===== src/rtl/uart_tx_fifo_if.sv =====
// rtl/uart_tx_fifo_if.sv - push-side bus of the buffered UART transmitter
interface uart_tx_fifo_if #(
    parameter int DEPTH_LOG2 = 4
);
    logic                  i_wr;
    logic [7:0]            i_data;
    logic                  o_full;
    logic                  o_empty;
    logic [DEPTH_LOG2:0]   o_count;
    logic                  o_overflow;

    modport master (
        output i_wr,
        output i_data,
        input  o_full,
        input  o_empty,
        input  o_count,
        input  o_overflow
    );

    modport slave (
        input  i_wr,
        input  i_data,
        output o_full,
        output o_empty,
        output o_count,
        output o_overflow
    );
endinterface


===== src/rtl/uart_tx_fifo.sv =====
// rtl/uart_tx_fifo.sv - FIFO-buffered UART transmitter, 8N1 or 8E1 when UART_TX_PARITY_EN is defined
module uart_tx_fifo #(
    parameter int                    DEPTH_LOG2      = 4,
    parameter int                    TIMER_BITS      = 32,
    parameter logic [TIMER_BITS-1:0] CLOCKS_PER_BAUD = TIMER_BITS'(868)
) (
    input  logic          clk,
    input  logic          i_reset_n,
    uart_tx_fifo_if.slave push,
    output logic          o_busy,
    output logic          o_txd
);

    localparam int                    DEPTH       = 1 << DEPTH_LOG2;
    localparam logic [DEPTH_LOG2:0]   FULL_COUNT  = (DEPTH_LOG2 + 1)'(DEPTH);
    localparam logic [TIMER_BITS-1:0] BAUD_RELOAD = CLOCKS_PER_BAUD - TIMER_BITS'(1);

    typedef enum logic [2:0] {
        IDLE   = 3'd0,
        START  = 3'd1,
        DATA   = 3'd2,
        STOP   = 3'd3
`ifdef UART_TX_PARITY_EN
        ,
        PARITY = 3'd4
`endif
    } state_t;

    // FIFO storage and bookkeeping
    logic [7:0]            mem [DEPTH];
    logic [DEPTH_LOG2-1:0] wr_ptr;
    logic [DEPTH_LOG2-1:0] rd_ptr;
    logic [DEPTH_LOG2:0]   count;
    logic [DEPTH_LOG2:0]   count_next;
    logic                  full_r;
    logic                  empty_r;
    logic                  overflow_r;
    logic                  do_push;
    logic                  do_pop;
    logic [7:0]            head;

    // Serializer state
    state_t                state;
    state_t                state_next;
    logic [7:0]            shift;
    logic [7:0]            shift_next;
    logic [2:0]            bit_idx;
    logic [2:0]            bit_idx_next;
    logic [TIMER_BITS-1:0] timer;
    logic [TIMER_BITS-1:0] timer_next;
    logic                  baud_done;
    logic                  txd_r;
    logic                  txd_next;
`ifdef UART_TX_PARITY_EN
    logic                  parity_r;
    logic                  parity_next;
`endif

    // Acceptance uses the registered full flag, so a push racing a pop on a full FIFO is dropped
    assign do_push    = push.i_wr && !full_r;
    assign head       = mem[rd_ptr];
    assign count_next = count + {{DEPTH_LOG2{1'b0}}, do_push} - {{DEPTH_LOG2{1'b0}}, do_pop};
    assign baud_done  = (timer == '0);

    assign push.o_full     = full_r;
    assign push.o_empty    = empty_r;
    assign push.o_count    = count;
    assign push.o_overflow = overflow_r;
    assign o_busy          = (state != IDLE);
    assign o_txd           = txd_r;

    // FIFO data array; contents survive reset but become unreachable once the pointers clear
    always_ff @(posedge clk) begin
        if (do_push) begin
            mem[wr_ptr] <= push.i_data;
        end
    end

    // FIFO pointers, occupancy and registered status flags
    always_ff @(posedge clk) begin
        if (!i_reset_n) begin
            wr_ptr     <= '0;
            rd_ptr     <= '0;
            count      <= '0;
            full_r     <= 1'b0;
            empty_r    <= 1'b1;
            overflow_r <= 1'b0;
        end else begin
            if (do_push) begin
                wr_ptr <= wr_ptr + DEPTH_LOG2'(1);
            end
            if (do_pop) begin
                rd_ptr <= rd_ptr + DEPTH_LOG2'(1);
            end
            count   <= count_next;
            full_r  <= (count_next == FULL_COUNT);
            empty_r <= (count_next == '0);
            if (push.i_wr && full_r) begin
                overflow_r <= 1'b1;
            end
        end
    end

    // Serializer state register; the line is registered from the next-state decode
    always_ff @(posedge clk) begin
        if (!i_reset_n) begin
            state    <= IDLE;
            shift    <= '0;
            bit_idx  <= '0;
            timer    <= '0;
            txd_r    <= 1'b1;
`ifdef UART_TX_PARITY_EN
            parity_r <= 1'b0;
`endif
        end else begin
            state    <= state_next;
            shift    <= shift_next;
            bit_idx  <= bit_idx_next;
            timer    <= timer_next;
            txd_r    <= txd_next;
`ifdef UART_TX_PARITY_EN
            parity_r <= parity_next;
`endif
        end
    end

    // Next-state decode: bit timing, shifting, and popping the next byte at frame boundaries
    always_comb begin
        state_next   = state;
        shift_next   = shift;
        bit_idx_next = bit_idx;
        timer_next   = baud_done ? timer : (timer - TIMER_BITS'(1));
        do_pop       = 1'b0;
`ifdef UART_TX_PARITY_EN
        parity_next  = parity_r;
`endif
        case (state)
            IDLE: begin
                if (!empty_r) begin
                    do_pop      = 1'b1;
                    shift_next  = head;
                    timer_next  = BAUD_RELOAD;
                    state_next  = START;
`ifdef UART_TX_PARITY_EN
                    parity_next = ^head;
`endif
                end
            end
            START: begin
                if (baud_done) begin
                    state_next   = DATA;
                    bit_idx_next = 3'd0;
                    timer_next   = BAUD_RELOAD;
                end
            end
            DATA: begin
                if (baud_done) begin
                    timer_next = BAUD_RELOAD;
                    shift_next = {1'b0, shift[7:1]};
                    if (bit_idx == 3'd7) begin
`ifdef UART_TX_PARITY_EN
                        state_next = PARITY;
`else
                        state_next = STOP;
`endif
                    end else begin
                        bit_idx_next = bit_idx + 3'd1;
                    end
                end
            end
`ifdef UART_TX_PARITY_EN
            PARITY: begin
                if (baud_done) begin
                    state_next = STOP;
                    timer_next = BAUD_RELOAD;
                end
            end
`endif
            STOP: begin
                if (baud_done) begin
                    if (!empty_r) begin
                        // Chain straight into the next start bit with no idle gap
                        do_pop      = 1'b1;
                        shift_next  = head;
                        timer_next  = BAUD_RELOAD;
                        state_next  = START;
`ifdef UART_TX_PARITY_EN
                        parity_next = ^head;
`endif
                    end else begin
                        state_next = IDLE;
                    end
                end
            end
            default: begin
                state_next = IDLE;
            end
        endcase
    end

    // Line level implied by the state being entered
    always_comb begin
        txd_next = 1'b1;
        case (state_next)
            IDLE:    txd_next = 1'b1;
            START:   txd_next = 1'b0;
            DATA:    txd_next = shift_next[0];
`ifdef UART_TX_PARITY_EN
            PARITY:  txd_next = parity_next;
`endif
            STOP:    txd_next = 1'b1;
            default: txd_next = 1'b1;
        endcase
    end

endmodule


===== src/flat_wrapper.sv =====
// flat-port wrapper written by rule: the top's interface ports become plain ports
module uart_tx_fifo_flat 
#(
    parameter int                    DEPTH_LOG2      = 4,
    parameter int                    TIMER_BITS      = 32,
    parameter logic [TIMER_BITS-1:0] CLOCKS_PER_BAUD = TIMER_BITS'(868)
)
  (clk, i_reset_n, o_busy, o_txd, push_i_wr, push_i_data, push_o_full, push_o_empty, push_o_count, push_o_overflow);
  uart_tx_fifo_if #(.DEPTH_LOG2(DEPTH_LOG2)) push_i ();
  input  logic clk;
  input  logic i_reset_n;
  output logic o_busy;
  output logic o_txd;
  input wire logic [$bits(push_i.i_wr)-1:0] push_i_wr;
  input wire logic [$bits(push_i.i_data)-1:0] push_i_data;
  output wire logic [$bits(push_i.o_full)-1:0] push_o_full;
  output wire logic [$bits(push_i.o_empty)-1:0] push_o_empty;
  output wire logic [$bits(push_i.o_count)-1:0] push_o_count;
  output wire logic [$bits(push_i.o_overflow)-1:0] push_o_overflow;
  assign push_i.i_wr = push_i_wr;
  assign push_i.i_data = push_i_data;
  assign push_o_full = push_i.o_full;
  assign push_o_empty = push_i.o_empty;
  assign push_o_count = push_i.o_count;
  assign push_o_overflow = push_i.o_overflow;
  uart_tx_fifo #(.DEPTH_LOG2(DEPTH_LOG2), .TIMER_BITS(TIMER_BITS), .CLOCKS_PER_BAUD(CLOCKS_PER_BAUD)) u_core (.clk(clk), .i_reset_n(i_reset_n), .push(push_i), .o_busy(o_busy), .o_txd(o_txd));
endmodule

===== config.mk =====
export PLATFORM = sky130hd
export DESIGN_NAME = uart_tx_fifo_flat
export DESIGN_NICKNAME = d
export VERILOG_FILES = /design/src/rtl/uart_tx_fifo_if.sv /design/src/rtl/uart_tx_fifo.sv /design/src/flat_wrapper.sv
export SDC_FILE = /design/constraint.sdc
export NUM_CORES = 1
export LEC_CHECK = 0
export ABC_AREA = 1
export CORE_MARGIN = 5
export CORE_UTILIZATION = 55
export DETAILED_ROUTE_END_ITERATION = 12
export PLACE_DENSITY = 0.72
export REMOVE_ABC_BUFFERS = 1
export SYNTH_ARGS = -nofsm -noshare
export SYNTH_HDL_FRONTEND = slang
export SYNTH_SLANG_ARGS = --single-unit
export TNS_END_PERCENT = 100

===== constraint.sdc =====
create_clock -name clk -period 8.9 [get_ports clk]
set_input_delay 1.78 -clock clk [delete_from_list [all_inputs] [get_ports clk]]
set_output_delay 1.78 -clock clk [all_outputs]
set_load 0.005 [all_outputs]

Word-level counts from Yosys, hierarchy flattened
Memories as Yosys holds them, arrays and structs flattened. A register that Yosys moved wholly into a read port is not among the register bits.
Cells that the tools add are included.
- bits in read-only memories: 0
- bits in latches: 0
- memories: 1
- bits of input ports: 11
- logic and storage cells: 70
- RAM bits: 128
- register bits after elaboration: 63
- memory list (memory ; words ; width ; rd ports ; clocked after Yosys merged registers in ; write ports ; line ; text):
    u_core.mem ; 16 ; 8 ; 1 ; 1 ; 1 ; uart_tx_fifo.sv:30 ; logic [7:0] mem [DEPTH];
- equal/unequal tests: 11
- div/mod/pow operators: 0
- reduce and logical (&&, ||, !) cells: 12
- $lt $le $gt $ge: 0
- multiplexer cells: 28
- shifts and indexed selects: 0
- add/sub/neg operators: 6
- bitwise gates (word level): 0
- multiply operators: 0
- operators by type and width (cell ; count):
    two-way mux 32 bit ; 4
    case mux 32 bit (3 select lines) ; 1
    logical NOT 32 bit ; 1
    subtractor 32 x 1 -> 32 bit, second input constant ; 1
    two-way mux 3 bit ; 8
    two-way mux 8 bit ; 3
    case mux 8 bit (3 select lines) ; 1
    case mux 3 bit (4 select lines) ; 1
    equality test 3 x 2 -> 1 bit, second input constant ; 3
    adder 4 x 1 -> 4 bit, second input constant ; 2
    two-way mux 4 bit ; 2
    equality test 3 x 1 -> 1 bit, second input constant ; 2
    inequality test 2 x 1 -> 1 bit, second input constant ; 3
    case mux 3 bit (2 select lines) ; 1
    nonzero test 3 bit ; 2
    adder 5 x 1 -> 5 bit ; 1
    equality test 5 bit, second input constant ; 1
    logical NOT 5 bit ; 1
    two-way mux 1 bit ; 5
    subtractor 5 x 1 -> 5 bit ; 1
    case mux 1 bit (2 select lines) ; 2
    AND reduction 4 bit ; 1
    adder 3 x 1 -> 3 bit, second input constant ; 1
    equality test 3 bit, second input constant ; 1
    other kinds (7) ; 8

Longest topological paths before layout
- depth after elaboration: 6
- mapped depth: 20
- gate-level depth less buffers: 19

Least setup slack after synthesis
Ideal clock, no wire load.
- path kind: input to register
- start point: input push_i_wr
- end point: register u_core.full_r (netlist: u_core.push.o_full)
- data arrival time: 3276 ps
- path slack: 5559 ps
- path buffers: 0
- required time: 8835 ps
- stages: 9
- cells stage by stage: inv_1 > nor2_1 > ha_1 > inv_1 > fa_1 > o21ai_0 > xor2_1 > nand2_1 > nor2_1
- cells in the longest elaborated chain, start to end: 4
- RTL lines (element ; line ; text):
    from (decl) ; flat_wrapper.sv:14 ; input wire logic [$bits(push_i.i_wr)-1:0] push_i_wr;
    logical AND 1 bit ; uart_tx_fifo.sv:60 ; assign do_push = push.i_wr && !full_r;
    via u_core.do_push ; uart_tx_fifo.sv:38 ; logic do_push;
    adder 5 x 1 -> 5 bit ; uart_tx_fifo.sv:62 ; assign count_next = count + {{DEPTH_LOG2{1'b0}}, do_push} - {{DEPTH_LOG2{1'b0}}, do_pop};
    subtractor 5 x 1 -> 5 bit ; uart_tx_fifo.sv:62 ;
    equality test 5 bit ; uart_tx_fifo.sv:96 ; full_r <= (count_next == FULL_COUNT);
    to (signal assigned) ; uart_tx_fifo.sv:96 ;
    to (decl) ; uart_tx_fifo.sv:35 ; logic full_r;
The timed path passes the listed nets, and every way through them passes these cells.
A chain may end at the register's enable or synchronous reset.

Worst setup path in the final report
Same ends and word-level chain as after synthesis.

==> summary.txt <==
Global routing
  – GRT Residual Overflow: 0
  – Number of global-route vias before repair: between 6000 and 7000
  – Largest net degree at the start of global routing: 67
  – Antenna violations before repair: 0
  – First-pass GRT wire length: approximately 30 mm
  – GR Util All Layers: 20.8%

Place
  – Post-placement setup slack: 4740 ps
  – Final GP Congestion: 0.866
  – DP Area: 9050 µm²
  – I/O Buffers: 20
  – Detailed Place HPWL: 12.0 mm

Floorplanning
  – Die Wd: about 140 µm
  – IO Count: 21
  – Die Span Y: ~140 µm
  – FP Rows: 46
  – DIE AREA: 18500 µm²
  – CORE AREA: approximately 16000 µm²
  – Initial core utilization: 55.6%

Clock network
  – Htree depth: 4
  – Clock Latency Late Sink: around 430 ps
  – CTS Buf Count: 17
  – CTS Root Cell: clkbuf_16
  – Clk sinks: just under 200
  – CTS tree: built
  – Post-CTS Setup Repair Bufs: 0
  – # hold bufs at CTS: 0
  – Clk pin slew, worst setup/hold paths: about 80 ps
  – Clock buffer depth: 2
  – Post-CTS Resized: 0

Synth
  – Synth area leader: edfxtp_1
  – Synth Register Bits: ~200
  – Mapped Area: 8730 µm²
  – Share of the synthesized area in the top cell type: about 44%
  – Ys async rst share: 0%
  – Synth area leaders: edfxtp_1 44%, dfxtp_1 15%, nand2_1 8.8%
  – Syn avg cell area: 9.49 µm²
  – Register area share after synthesis: between 50 and 60%
  – Syn Inst Count: between 900 and 1000
  – Yosys warnings: 0
  – Top_reg_cell synth: edfxtp_1
  – Post-synth EDFFs: roughly 130
  – Netlist cell types: 37

Run
  – Max_cap viols: 0

Drt
  – Initial drt markers: approximately 450
  – TritonRoute pass-1 iters: 7
  – Vias: 6278
  – Routed wire per std cell: around 16 µm
  – Final WL: 18.4 mm
  – Avg Vias per Cell: between 5 and 6
  – DRC: 0
  – Post-route ant nets: 0

Worst setup path
  – Max stage delay on crit path: between 400 and 500 ps
  – Worst Path Max Fanout: 8
  – Crit-path slowest cell: clkdlybuf4s50_1
  – Worst path arrival time: 4050 ps
  – Required time worst endpoint: 9280 ps
  – Setup crit start kind: primary input
  – Crit. End Element: register
  – Cell-by-cell trace of the critical path: clkdlybuf4s50_1 -> inv_1 -> nor2_1 -> ha_1 -> inv_1 -> fa_1 -> o21ai_0 -> xor2_1 -> nand2_1 -> nor2_1
  – Kind of critical path: primary input to register

Outcome
  – Outcome: finished clean

Layout
  – Antenna diode count: 0
  – Final instance area: about 9600 µm²
  – Final net count: 952
  – Area grow syn2layout: 10.2%
  – Filler cells: 1293
  – Layout cells sized above 1: approximately 7.7%

STA
  – Final Hold Fails: 0
  – FMAX: ~270 MHz
  – Max_slew headroom: a little over 30%
  – Slew Limit Fails: 0
  – Worst Skew: roughly 17 ps
  – Final worst slack: roughly 5200 ps
  – Minimum clock period: around 3700 ps
  – Worst Tran Pin Value: 1050 ps
  – RSZ-0062 raised after global routing: false
  – Final setup fails: 0
  – Fin crit share: roughly 41%
  – Setup_tns: 0 ps

Pwr
  – Pwr per Cell Area: between 300 and 400 nW/µm²
  – VDD IR-drop max: about 0.17 mV
  – Leak Pwr: between 3 and 4 nW
  – Total design power: 2.93 mW

Hold path
  – Worst Hold Class: register to register
==> path summary, 6_finish.rpt <==
check | from | end | slack (ps) | depth (start not counted)
setup / recovery | push_i_wr | u_core.push.o_full | 5220 | 10
hold / removal | u_core.bit_idx[1] | u_core.bit_idx[1] | 470 | 2
setup reg to reg | u_core.timer[0] | u_core.push.o_full | 5500 | 19
hold reg to reg | u_core.bit_idx[1] | u_core.bit_idx[1] | 470 | 2
==> report_power, final <==
part           internal, mW  switching, mW
clock network         0.373          0.360
logic                 0.355          0.691
registers              1.07         0.0850
total                  1.79           1.14
==> area by class of cell <==
type | count | area [µm²] | area share [%]
well taps | 216 | 270 | 2.81
clock buffers | 18 | 429 | 4.46
flip-flops and latches | 195 | 5190 | 53.9
inverters | 69 | 260 | 2.71
clock inverters | 14 | 140 | 1.46
multi-input cells | 621 | 3120 | 32.4
repair buffers | 22 | 215 | 2.24
==> routing by layer <==
| layer | vias up | track usage [%] | part of all wire [%] | wire [µm] |
|---|---|---|---|---|
| met4 | 0 | 7.39 | 2.3 | 430 |
| met3 | 32 | 3.81 | 4.8 | 875 |
| met5 | - | 0 | 0 | 0 |
| met2 | 194 | 35.8 | 50 | 9240 |
| met1 | 2941 | 26.5 | 43 | 7870 |
| li1 | 3111 | - | - | - |
==> synth_stat cells (9+ instances only) <==
library cell / instances
o31ai_1: 10
xor2_1: 21
a21oi_1: 47
inv_1: 64
nand4_1: 13
nor3_1: 9
dfxtp_1: 67
clkbuf_1: 23
edfxtp_1: 128
nand2_1: 205
nand3_1: 83
ha_1: 14
nor2_1: 122
o21ai_0: 36
==> sequential cells by signal (all words and copies together), names as in the netlist, named ones only <==
| signal | count |
|---|---|
| u_core.o_txd | 1 |
| u_core.push.o_count | 5 |
| u_core.mem | 128 |
| u_core.state | 3 |
| u_core.timer | 32 |
| u_core.shift | 8 |
| u_core.push.o_empty | 1 |
| u_core.wr_ptr | 4 |
| u_core.bit_idx | 3 |
| u_core.push.o_full | 1 |
| u_core.push.o_overflow | 1 |
| u_core.rd_ptr | 4 |
==> critical path: cells and delay by family <==
kind | cells | cell delay (ps)
AO/OA/AOI/OAI | 1 | 220
AND/OR/NAND/NOR | 3 | 630
adder cells (fa/ha/maj) | 2 | 660
buffers and inverters | 3 | 570
XOR/XNOR | 1 | 190
==> stage by stage <==
| stage | util, % | hold slack, ps | std cells |
|---|---|---|---|
| final | 61.2 | 472 | 1155 |
| after global routing | 61.2 | 508 | 1155 |
| after CTS | 61.2 | 474 | 1155 |
| after detailed placement | 57.6 | 463 | 1123 |
| after global placement | 57.6 | 460 | 1123 |
| after floorplan | - | 448 | 885 |
==> cells by family (layout without fill, tap and decap cells) <==
group | after synthesis | in the layout | synth area share, %
other cells | 1 | 1 | 0.0430
compound gates | 108 | 108 | 6.87
buf+inv | 104 | 123 | 4.86
simple gates | 468 | 468 | 23.7
xor+xnor | 29 | 29 | 2.91
fa+ha+maj | 15 | 15 | 2.24
flops | 195 | 195 | 59.4
==> placed cells by master (no fill, tap or decap), types with 3 or more instances in the layout <==
master	instances
inv_8	5
dfxtp_1	66
xnor2_1	8
o21ai_0	36
clkdlybuf4s50_1	20
ha_1	14
edfxtp_1	128
inv_2	4
o31ai_1	10
nand2_1	205
nand2_2	5
a21oi_1	47
nor2_2	7
inv_1	64
nor3_1	9
nor2_4	5
xor2_1	21
o211ai_1	6
nor2_1	122
or2_2	3
nand3_1	83
a31oi_1	4
nor3_2	8
clkbuf_16	17
nand4_1	13
nor4_1	3
Note: power is estimated with default switching activity, not from simulation.
